`src/rtl/fetch_boot_unit_pkg.sv`:
```
// Shared definitions for the fetch/boot unit: loader/core FSM states, PCSrc codes
// and the fixed instruction encodings used for bubbles and breakpoints.
package fetch_boot_unit_pkg;

    typedef enum logic [2:0] {
        ST_LEN0 = 3'd0,
        ST_LEN1 = 3'd1,
        ST_WORD = 3'd2,
        ST_RUN  = 3'd3,
        ST_HALT = 3'd4
    } state_t;

    localparam logic [1:0] PC_PLUS4  = 2'b00;
    localparam logic [1:0] PC_BRANCH = 2'b01;
    localparam logic [1:0] PC_JALR   = 2'b10;
    localparam logic [1:0] PC_HOLD   = 2'b11;

    localparam logic [31:0] NOP_INSTR    = 32'h0000_0013;
    localparam logic [31:0] EBREAK_INSTR = 32'h0010_0073;

    // Program length is a 16-bit word count taken from the two header bytes.
    localparam int LEN_W = 16;

endpackage

```
`src/rtl/fetch_boot_unit_boot_byte_assembler.sv`:
```
// Packs little-endian UART bytes into 32-bit words and issues one-cycle
// instruction-memory write strobes; words beyond the memory depth are dropped.
module boot_byte_assembler
    import fetch_boot_unit_pkg::*;
#(
    parameter int IMEM_AW = 8
) (
    input  logic               clk,
    input  logic               rst_n,
    input  logic               i_clear,
    input  logic               i_byte_valid,
    input  logic [7:0]         i_byte,
    output logic               o_we,
    output logic [IMEM_AW-1:0] o_waddr,
    output logic [31:0]        o_wdata,
    output logic               o_word_done,
    output logic [LEN_W-1:0]   o_word_cnt
);

    logic [1:0]         r_byte_cnt;
    logic [LEN_W-1:0]   r_word_cnt;
    logic [23:0]        r_buf;
    logic               r_we;
    logic [IMEM_AW-1:0] r_waddr;
    logic [31:0]        r_wdata;
    logic               w_in_range;

    assign w_in_range  = (r_word_cnt >> IMEM_AW) == '0;
    assign o_word_done = i_byte_valid && (r_byte_cnt == 2'd3);
    assign o_word_cnt  = r_word_cnt;
    assign o_we        = r_we;
    assign o_waddr     = r_waddr;
    assign o_wdata     = r_wdata;

    always_ff @(posedge clk or negedge rst_n) begin
        if (!rst_n) begin
            r_byte_cnt <= '0;
            r_word_cnt <= '0;
            r_buf      <= '0;
            r_we       <= 1'b0;
            r_waddr    <= '0;
            r_wdata    <= '0;
        end else if (i_clear) begin
            r_byte_cnt <= '0;
            r_word_cnt <= '0;
            r_we       <= 1'b0;
        end else begin
            r_we <= 1'b0;
            if (i_byte_valid) begin
                r_byte_cnt <= r_byte_cnt + 2'd1;
                case (r_byte_cnt)
                    2'd0: r_buf[7:0]   <= i_byte;
                    2'd1: r_buf[15:8]  <= i_byte;
                    2'd2: r_buf[23:16] <= i_byte;
                    default: begin
                        r_word_cnt <= r_word_cnt + 1'b1;
                        if (w_in_range) begin
                            r_we    <= 1'b1;
                            r_waddr <= r_word_cnt[IMEM_AW-1:0];
                            r_wdata <= {i_byte, r_buf};
                        end
                    end
                endcase
            end
        end
    end

endmodule

```
`src/rtl/fetch_boot_unit.sv`:
```
// Fetch stage with UART boot loader: loads a length-prefixed program into IMEM,
// then owns the PC. Define HALT_ON_EBREAK_EN to stop the core on EBREAK.
module fetch_boot_unit
    import fetch_boot_unit_pkg::*;
#(
    parameter int              XLEN     = 32,
    parameter int              IMEM_AW  = 8,
    parameter logic [XLEN-1:0] RESET_PC = '0
) (
    input  logic               clk,
    input  logic               rst_n,
    input  logic               rx_valid,
    input  logic [7:0]         rx_data,
    input  logic               boot_req,
    input  logic [1:0]         PCSrc,
    input  logic [XLEN-1:0]    ImmExt,
    input  logic [XLEN-1:0]    ALUResult,
    input  logic [31:0]        imem_rdata,
    output logic [IMEM_AW-1:0] imem_raddr,
    output logic               imem_we,
    output logic [IMEM_AW-1:0] imem_waddr,
    output logic [31:0]        imem_wdata,
    output logic [31:0]        Instruction,
    output logic [XLEN-1:0]    PC,
    output logic [XLEN-1:0]    PCPlus4,
    output logic               core_run,
    output logic               fault,
    output logic [2:0]         dbg_state
);

    state_t           r_state, w_state_next;
    logic [XLEN-1:0]  r_pc, w_pc_next;
    logic             r_fault, w_fault_next;
    logic [LEN_W-1:0] r_len, w_len_next;
    logic [XLEN-1:0]  w_pc_plus4, w_target;
    logic             w_word_done;
    logic [LEN_W-1:0] w_word_cnt;

    boot_byte_assembler #(.IMEM_AW(IMEM_AW)) u_asm (
        .clk          (clk),
        .rst_n        (rst_n),
        .i_clear      (boot_req),
        .i_byte_valid (rx_valid && (r_state == ST_WORD)),
        .i_byte       (rx_data),
        .o_we         (imem_we),
        .o_waddr      (imem_waddr),
        .o_wdata      (imem_wdata),
        .o_word_done  (w_word_done),
        .o_word_cnt   (w_word_cnt)
    );

    assign w_pc_plus4  = r_pc + XLEN'(4);
    assign PC          = r_pc;
    assign PCPlus4     = w_pc_plus4;
    assign imem_raddr  = r_pc[IMEM_AW+1:2];
    assign core_run    = (r_state == ST_RUN);
    assign fault       = r_fault;
    assign Instruction = (r_state == ST_RUN) ? imem_rdata : NOP_INSTR;
    assign dbg_state   = r_state;

    always_comb begin
        w_target = w_pc_plus4;
        case (PCSrc)
            PC_PLUS4:  w_target = w_pc_plus4;
            PC_BRANCH: w_target = r_pc + ImmExt;
            PC_JALR:   w_target = ALUResult & ~XLEN'(1);
            default:   w_target = r_pc;
        endcase
    end

    always_comb begin
        w_state_next = r_state;
        w_pc_next    = r_pc;
        w_fault_next = r_fault;
        w_len_next   = r_len;
        if (boot_req) begin
            w_state_next = ST_LEN0;
            w_pc_next    = RESET_PC;
            w_fault_next = 1'b0;
            w_len_next   = '0;
        end else begin
            case (r_state)
                ST_LEN0: if (rx_valid) begin
                    w_len_next   = {r_len[15:8], rx_data};
                    w_state_next = ST_LEN1;
                end
                ST_LEN1: if (rx_valid) begin
                    w_len_next   = {rx_data, r_len[7:0]};
                    w_state_next = (w_len_next == '0) ? ST_RUN : ST_WORD;
                end
                ST_WORD: if (w_word_done && (w_word_cnt == r_len - 16'd1)) begin
                    w_state_next = ST_RUN;
                end
                ST_RUN: begin
`ifdef HALT_ON_EBREAK_EN
                    if (imem_rdata == EBREAK_INSTR) begin
                        w_state_next = ST_HALT;
                    end else
`endif
                    // A misaligned target never reaches the PC; the core stops instead.
                    if (w_target[1:0] != 2'b00) begin
                        w_fault_next = 1'b1;
                        w_state_next = ST_HALT;
                    end else begin
                        w_pc_next = w_target;
                    end
                end
                ST_HALT: w_state_next = ST_HALT;
                default: w_state_next = ST_LEN0;
            endcase
        end
    end

    always_ff @(posedge clk or negedge rst_n) begin
        if (!rst_n) begin
            r_state <= ST_LEN0;
            r_pc    <= RESET_PC;
            r_fault <= 1'b0;
            r_len   <= '0;
        end else begin
            r_state <= w_state_next;
            r_pc    <= w_pc_next;
            r_fault <= w_fault_next;
            r_len   <= w_len_next;
        end
    end

endmodule

```
`config.mk`:
```
export PLATFORM = sky130hd
export DESIGN_NAME = fetch_boot_unit
export DESIGN_NICKNAME = d
export VERILOG_FILES = /design/src/rtl/fetch_boot_unit_pkg.sv /design/src/rtl/fetch_boot_unit_boot_byte_assembler.sv /design/src/rtl/fetch_boot_unit.sv
export SDC_FILE = /design/constraint.sdc
export NUM_CORES = 1
export LEC_CHECK = 0
export ABC_AREA = 1
export CORE_UTILIZATION = 54
export CTS_CLUSTER_SIZE = 20
export DETAILED_ROUTE_END_ITERATION = 8
export GPL_TIMING_DRIVEN = 0
export PLACE_DENSITY = 0.93
export SYNTH_ARGS = -nofsm -noshare
export SYNTH_HDL_FRONTEND = slang
export SYNTH_SLANG_ARGS = --single-unit
```
`constraint.sdc`:
```
create_clock -name clk -period 4.79 [get_ports clk]
set_input_delay 0.958 -clock clk [delete_from_list [all_inputs] [get_ports clk]]
set_output_delay 0.958 -clock clk [all_outputs]
set_load 0.01 [all_outputs]
```
==> results.md <==
* Rows at 48
* Worst Path Arrival at 3.50 ns
* Post-Synth Simple-Gate Area at 34.5%
* Status: finished clean
* Crit path kind: flip-flop to output pin
* Die X at 136 microns
* Fin cells at 1947
* Postcts setup bufs at 0
* Core Footprint at 17400 sq um
* Initial antenna violation count at 0
* Total CTS buffers at 17
* I/O Buffers at 257
* Worst-path clk slew at 0.07 ns
* Actual slew at the worst max-slew pin at 0.843 ns
* RSZ-0062 raised after global routing: false
* Multiplexer share of the synthesized area at 0%
* Worst relative slew slack at 43.8%
* Max-slew violations at 0
* Htree depth at 4
* Min Hold Slack at 0.423 ns
* Placed cell count at 1915
* Largest net degree at the start of global routing at 101
* CTS Sinks at 135
* Max-Cap Viols at 0
* Yosys Warn Count at 0
* Slowest stage delay, CP at 0.66 ns
* Clock Latency Late Sink at 0.44 ns
* Resized Gates After CTS at 0
* Post-route ant nets at 0
* Syn-to-layout area delta at 36.2%
* DR pass1 iterations at 6
* Complex-gate fraction of the synthesized area at 12.1%
* CP cell instances: ha_1, nand2_1, nor2_1, inv_1, nor3_1, xor2_1, clkdlybuf4s50_1
* Routed len/inst at 19.0 microns
* Initial DRC count at 1060
* Worst path top cell family by delay: simple AND/OR/NAND/NOR gates
* Antenna diodes at 0
* Worst VDD drop at 0.289 mV
* Sequential share of the synthesized area at 35.0%
* Vias in the first global route at 10800
* GP Congestion at 0.984
* IO Pins at 260
* Fin crit share at 93.1%
* P_leak at 6.40 nW
* Hold Path Class: input port to asynchronous set/reset pin
* Setup Viol. Count Final at 0
* Final hold vios at 0
* Tmin final at 4.46 ns
* Synth Register Bits at 135
* Largest family of logic cells by synthesized area: simple AND/OR/NAND/NOR gates
* Root Buffer: clkbuf_16
* Grt total ovfl at 0
* Xor/xnor share of the synthesized area at 3.71%
* Startpoint type of the worst setup path: flip-flop
* Initial Util at 55.6%
* Mean Syn Cell Area at 6.74 sq um
* Post-synthesis cell count at 1432
* Max Buffers Root-to-Sink at 2
* Worst EP required at 3.83 ns
* Crit-path max FO at 6
* DRC Markers at 0
* Die Y at 136 microns
* Synth Area in Adders at 5.78%
* Dpl hpwl at 28.8 mm
* Final wirelength at 36.9 mm
* Crit path buf inv count at 2
* Cell area after synthesis at 9650 sq um
* Vias at 11200
* Clock skew at 0.0153 ns
* First-pass GRT wire length at 57.1 mm
* Max Fclk at 224 MHz
* CTS tree: built
* P per Cell Area at 354 nW/um^2
* CP max-delay cell: nor3_1
* Critical path capture point type: output pin
* Routed vias/inst at 5.74
* Die area at 18400 sq um
* CTS hold repair buffers at 0
* Gr usage total at 41.3%
* Synthesized Nets at 1586
* Layout Nets at 1863
* Unique masters post-synth at 45
* Layout cells sized above 1 at 4.70%
==> final timing paths <==
path	start	to	slack (ns)	cells past startpoint
max	PC[3]	PCPlus4[22]	0.33	7
min	rst_n	u_asm.o_wdata[10]	0.42	1
max reg2reg	PC[0]	PC[14]	1.89	13
min reg2reg	u_asm.o_wdata[11]	u_asm.o_wdata[11]	0.49	2
max in group asynchronous	rst_n	r_len[4]	3.54	2
min in group clk	u_asm.o_wdata[11]	u_asm.o_wdata[11]	0.49	2
==> through the flow <==
stage	power, mW	area, sq um	setup WS, ns	utilization, %	TNS, ns
2_1_floorplan	2.48	9650	2.06	-	0
3_3_place_gp	3.20	12500	-2.56	72.1	-344.02
3_5_place_dp	3.26	12500	0.944	72.2	0
4_1_cts	4.61	13100	0.856	75.7	0
5_1_grt	4.89	13100	0.244	75.7	0
6_report	4.66	13100	0.329	75.7	0
==> cell families after synthesis <==
group                    count (synthesis)
AND/OR/NAND/NOR                        793
adder cells (fa/ha/maj)                 44
buffers and inverters                  214
AO/OA/AOI/OAI                          206
flip-flops                             135
XOR/XNOR                                40
==> where the power goes <==
group          internal, mW  leakage [nW]  switching (mW)
clock                 0.713         0.298           0.650
sequential             1.32          1.83           0.196
combinational         0.737          4.27            1.04
==> cell usage in the layout (no fill, tap or decap), drive strengths merged <==
master / Yosys / routed
o21bai: 3 / 3
nand4: 14 / 14
a21o: 2 / 2
nand3b: 7 / 7
a31oi: 2 / 2
nor3b: 1 / 1
nor2: 148 / 148
a22o: 1 / 1
nand2: 481 / 481
nor3: 39 / 39
ha: 43 / 43
fa: 1 / 1
clkbuf: 22 / 39
o211ai: 1 / 1
inv: 171 / 181
o22ai: 14 / 14
a22oi: 14 / 14
a221oi: 2 / 2
a211oi: 3 / 3
a21oi: 54 / 54
xor2: 31 / 31
o21ai: 95 / 95
dfrtp: 135 / 135
or2: 6 / 6
xnor2: 9 / 9
clkinv: 0 / 5
nand3: 91 / 91
and2: 2 / 2
clkdlybuf4s50: 0 / 256
o21a: 3 / 3
nor4: 4 / 4
buf: 21 / 23
a21boi: 12 / 12
==> cells in the mapped netlist (all sizes together) <==
cell type / instances / area, sq um
a211oi: 3 / 22.5
nand2: 481 / 1820
nand4: 14 / 87.6
a31oi: 2 / 12.5
buf: 21 / 136
xnor2: 9 / 86.3
or2: 6 / 37.5
a21boi: 12 / 90.1
nand3b: 7 / 52.6
nor3: 39 / 244
clkbuf: 22 / 82.6
nor2: 148 / 588
nor3b: 1 / 7.51
o22ai: 14 / 87.6
a22o: 1 / 8.76
a21oi: 54 / 282
nor4: 4 / 25.0
ha: 43 / 538
xor2: 31 / 272
inv: 171 / 642
a22oi: 14 / 105
dfrtp: 135 / 3380
a21o: 2 / 15.0
o21a: 3 / 22.5
nand3: 91 / 455
o21ai: 95 / 479
and2: 2 / 12.5
fa: 1 / 20.0
o211ai: 1 / 7.51
o21bai: 3 / 22.5
a221oi: 2 / 17.5
==> layer usage <==
metal	wire [microns]	vias up	track usage, %
met5	0	-	0
met4	2270	0	26.3
met3	3150	157	9.24
met2	18600	667	71.9
met1	12900	5166	45.4
li1	-	5180	-
==> cell type report <==
cell class                      count  area, sq um
Tap cell                          225          282
Buffer                             43          219
Clock buffer                       17          425
Timing Repair Buffer              258         2600
Multi-Input combinational cell   1083         5410
Fill cell                        1317         4210
Inverter                          171          642
Clock inverter                     15          184
Sequential cell                   135         3380
==> flip-flops by register name (all words and copies together), names as in the netlist <==
register,count
r_len,16
u_asm.o_we,1
u_asm.r_byte_cnt,2
u_asm.o_wdata,32
u_asm.r_buf,24
PC,32
u_asm.o_word_cnt,16
fault,1
u_asm.o_waddr,8
dbg_state,3
No activity file was read; power rests on OpenSTA's default activity.
